[config.mk]
export PLATFORM = sky130hd
export DESIGN_NAME = piso_serializer
export DESIGN_NICKNAME = d
export VERILOG_FILES = /design/src/rtl/piso_serializer.sv
export SDC_FILE = /design/constraint.sdc
export NUM_CORES = 1
export LEC_CHECK = 0
export ABC_AREA = 1
export CELL_PAD_IN_SITES_DETAIL_PLACEMENT = 0
export CELL_PAD_IN_SITES_GLOBAL_PLACEMENT = 1
export CORE_AREA = 2 2 40 42
export DETAILED_ROUTE_END_ITERATION = 12
export DIE_AREA = 0 0 42 44
export MAX_ROUTING_LAYER = met4
export PLACE_DENSITY_LB_ADDON = 0.08
export SYNTH_ARGS = -nofsm -noshare
export SYNTH_HDL_FRONTEND = slang
export SYNTH_SLANG_ARGS = --single-unit
export TNS_END_PERCENT = 100
[constraint.sdc]
create_clock -name clk -period 2.2 [get_ports clk]
set_input_delay 0.22 -clock clk [delete_from_list [all_inputs] [get_ports clk]]
set_output_delay 0.22 -clock clk [all_outputs]
set_load 0.02 [all_outputs]
[src/rtl/piso_serializer.sv]
// Parallel-in serial-out transmitter: one WIDTH-bit word per load handshake,
// shifted out one bit per accepted serial beat with first/last framing.
module piso_serializer #(
  parameter int WIDTH     = 4,
  parameter bit MSB_FIRST = 1'b1
) (
  input  logic             clk,
  input  logic             rst,
  input  logic [WIDTH-1:0] din,
  input  logic             load_valid,
  output logic             load_ready,
  output logic             sout,
  output logic             sout_valid,
  input  logic             sout_ready,
  output logic             sout_first,
  output logic             sout_last,
  output logic             busy
);

  localparam int CW = (WIDTH > 1) ? $clog2(WIDTH) : 1;
  localparam logic [CW-1:0] CNT_LAST = CW'(WIDTH - 1);

  typedef enum logic {
    IDLE  = 1'b0,
    SHIFT = 1'b1
  } state_t;

  state_t           state, state_nxt;
  logic [WIDTH-1:0] shreg, shreg_nxt;
  logic [CW-1:0]    cnt, cnt_nxt;
  logic             beat;
  logic             at_last;
  logic             load;
  logic             out_bit;

  // Handshakes: a beat/load happens on a cycle where valid and ready are both
  // high at the rising edge. sout_valid depends only on registered state,
  // never on sout_ready; load_ready may depend on sout_ready so that a new
  // word can be taken on the same edge that retires the previous last bit.
  assign at_last    = (cnt == CNT_LAST);
  assign sout_valid = (state == SHIFT);
  assign beat       = sout_valid & sout_ready;
  assign load_ready = (state == IDLE) | (beat & at_last);
  assign load       = load_valid & load_ready;

  assign out_bit    = MSB_FIRST ? shreg[WIDTH-1] : shreg[0];
  assign sout       = sout_valid & out_bit;
  assign sout_first = sout_valid & (cnt == '0);
  assign sout_last  = sout_valid & at_last;
  assign busy       = (state == SHIFT);

  always_ff @(posedge clk or negedge rst) begin
    if (!rst) begin
      state <= IDLE;
      shreg <= '0;
      cnt   <= '0;
    end else begin
      state <= state_nxt;
      shreg <= shreg_nxt;
      cnt   <= cnt_nxt;
    end
  end

  always_comb begin
    state_nxt = state;
    shreg_nxt = shreg;
    cnt_nxt   = cnt;
    if (load) begin
      state_nxt = SHIFT;
      shreg_nxt = din;
      cnt_nxt   = '0;
    end else if (beat) begin
      if (at_last) begin
        // Clearing the register keeps sout at 0 while idle.
        state_nxt = IDLE;
        shreg_nxt = '0;
        cnt_nxt   = '0;
      end else begin
        shreg_nxt = MSB_FIRST ? {shreg[WIDTH-2:0], 1'b0} : {1'b0, shreg[WIDTH-1:1]};
        cnt_nxt   = cnt + CW'(1);
      end
    end
  end

endmodule
==> run summary <==
## Run status
- **run status** finished clean

## Power
- **Power Total** 0.676 mW
- **part of the total power dissipated in sequential elements** 0.321
- **part of the power in the clock network** 0.169
- **proportion of total power due to net switching** 0.399
- **leakage dissipation** 0.315 nW
- **net load switching power** 0.270 mW
- **power density relative to cell area** 1190 nW/um2
- **Internal** 0.406 mW
- **Peak VDD IR** 512 uV
- **combinational power share** 0.510

## Synthesis
- **share of the yosys chip area belonging to registers** 0.439
- **Syn Nets** 65
- **top cell type's share of synthesized area** 0.439
- **area of the mapped netlist** 399 um2
- **post-synthesis cell type count** 11
- **commonest cells in the netlist** nand2_1 (22), inv_1 (9), nand3_1 (8)
- **count leader, synth** nand2_1
- **average footprint of a synthesized cell** 7.26 um2
- **Seq cells post-synth** 7
- **proportion of register bits with asynchronous set or reset after synthesis** 1.00
- **count of mapped cells out of synthesis** 55
- **Synth area leaders** dfrtp_1 (44%), nand2_1 (21%), nand3_1 (10%)
- **Synth warnings** 0
- **dominant synthesized flop cell** dfrtp_1
- **EDFF count, synth** 0
- **largest area contributor in the netlist** dfrtp_1

## Setup path
- **arrival time at the worst endpoint** 1610 ps
- **R2R depth** 7
- **kind of end point of the critical path** primary output
- **Critical Setup Path Class** register to primary output
- **biggest fanout along the worst timing path** 7
- **critical path launch point type** register
- **worst path required time** 1980 ps

## Timing
- **number of endpoints failing setup at the final stage** 0
- **number of hold-slack violations in the final timing report** 0
- **ratio of final minimum period to clock period** 0.834
- **Hold Slack** 225 ps
- **worst max-slew margin expressed relative to the limit** 0.775
- **count of pins over their slew limit** 0
- **final sum of negative setup slack** 0 ps
- **highest attainable clock frequency** 0.545 GHz
- **final critical-path required period** 1830 ps
- **actual transition at the worst max-transition pin** 337 ps
- **maximum clock skew at final layout** 11.2 ps
- **unrepaired setup endpoints after global routing** false

## Layout
- **final-stage net count** 82
- **number of filler instances in the final layout** 159
- **antenna fix cells** 0
- **proportion of layout cells with a drive suffix above 1** 0.0986
- **Area Overhead vs Synth** 42.3%
- **final std cells w/o fill** 87
- **post-layout instance area** 568 um2

## CTS
- **buffers inserted during post-CTS setup optimization** 0
- **clock sink count** 7
- **TritonCTS clock tree** yes
- **total clock buffers created by CTS** 3
- **htree depth** 1
- **source-to-sink clock delay at the later pin of the worst-skew pair** 250 ps
- **library cell used as clock root buffer** clkbuf_4
- **clk slew on worst S/H paths** 60 ps
- **number of buffers added to fix hold violations after cts** 0
- **post-CTS sizing** 0
- **maximum root-to-sink buffer count** 2

## Placed design
- **Port-buffer cells** 13
- **number of placed cells counting well taps** 83
- **Detail Placement HPWL** 646 um
- **Routability Congestion** 0.697
- **placement-stage cell area** 542 um2

## Hold path
- **Hold/Removal Path Class** input pin to asynchronous set/reset pin

## Floorplan
- **standard-cell rows** 14
- **Chip Height** 44 um
- **IO Count** 14
- **die span in x** 42 um
- **Floorplan Core Area** 1420 um2
- **DIE AREA** 1850 um2
- **starting density of the core** 0.281

## GRT
- **vias in the first global route** 324
- **number of antenna violations at the first check in global routing** 0
- **global-route wire length before repair** 1370 um
- **GRT Util Overall** 0.105
- **total gr overflow** 0
- **maximum number of pins on one net before global-route repair** 9

## Run
- **Max Cap Violations** 0

## Drt
- **post-detailed-route via-to-cell ratio** 4.25
- **Total Wirelength** 787 um
- **number of nets with antenna violations after detailed routing** 0
- **number of DRC markers in iteration 0** 3
- **routed vias** 370
- **first-pass detailed-route iteration total** 2
- **count of unresolved DRC violations after routing** 0
- **wire length per cell** 9.05 um

==> power groups by stage <==
stage	Combinational [mW]	Clock [mW]	Sequential (mW)
floorplan	0.221	0	0.216
global placement	0.349	0	0.219
detailed placement	0.349	0	0.221
CTS	0.351	0.119	0.218
global route	0.392	0.126	0.225
finish	0.345	0.114	0.217
==> sequential cells by signal, indices dropped and copies added, names as in the netlist <==
register,cells
busy,1
cnt,2
shreg,4
==> layout by cell type (no fill, tap or decap) <==
| cell | instances |
|---|---|
| o21ai_1 | 1 |
| nand3_1 | 8 |
| inv_2 | 2 |
| ha_1 | 2 |
| clkbuf_1 | 1 |
| nand2_1 | 22 |
| a22oi_1 | 1 |
| nand2_2 | 1 |
| o21ai_2 | 1 |
| dfrtp_1 | 7 |
| clkbuf_4 | 3 |
| inv_1 | 9 |
| clkdlybuf4s50_1 | 13 |
==> per-layer routing <==
layer,vias up,GRT usage,wire length (um)
li1,200,-,-
met1,160,0.121,341
met2,10,0.163,379
met3,0,0.0708,66
met4,0,0,0
met5,-,-,0
==> stage by stage <==
step                       util  setup slack [ps]
after global placement    0.382               487
final                     0.400               365
after detailed placement  0.382               482
after floorplan               -              1000
after global routing      0.400               259
after CTS                 0.400               335
==> worst max-delay path: stages (launching register included) <==
cell and delay, ps:
dfrtp_1 350, ha_1 200, nand2_1 80, nand2_2 110, clkdlybuf4s50_1 620
==> cell type report <==
type,instances,area [um2],area share
clock buffer,4,26.3,0.0463
inverter,11,41.3,0.0727
timing repair buffer,13,130,0.229
tap,16,20.0,0.0352
multi-input combinational,36,175,0.308
sequential,7,175,0.308
==> kinds of logic (layout without fill, tap and decap cells) <==
group           count (synthesis)  after routing  synth area share
fa+ha+maj                       2              2            0.0627
flops                           7              7             0.439
simple gates                   31             31             0.323
compound gates                  3              3            0.0533
buf+inv                        12             28             0.122
==> worst paths after layout <==
check,end,from,slack [ps]
max in group asynchronous,shreg[1],rst,1730
min reg2reg,shreg[0],shreg[0],470
max,load_ready,cnt[1],370
max reg2reg,shreg[1],cnt[0],950
min,busy,rst,220
min in group clk,shreg[0],shreg[0],470
(Power assumes the default switching activity.)
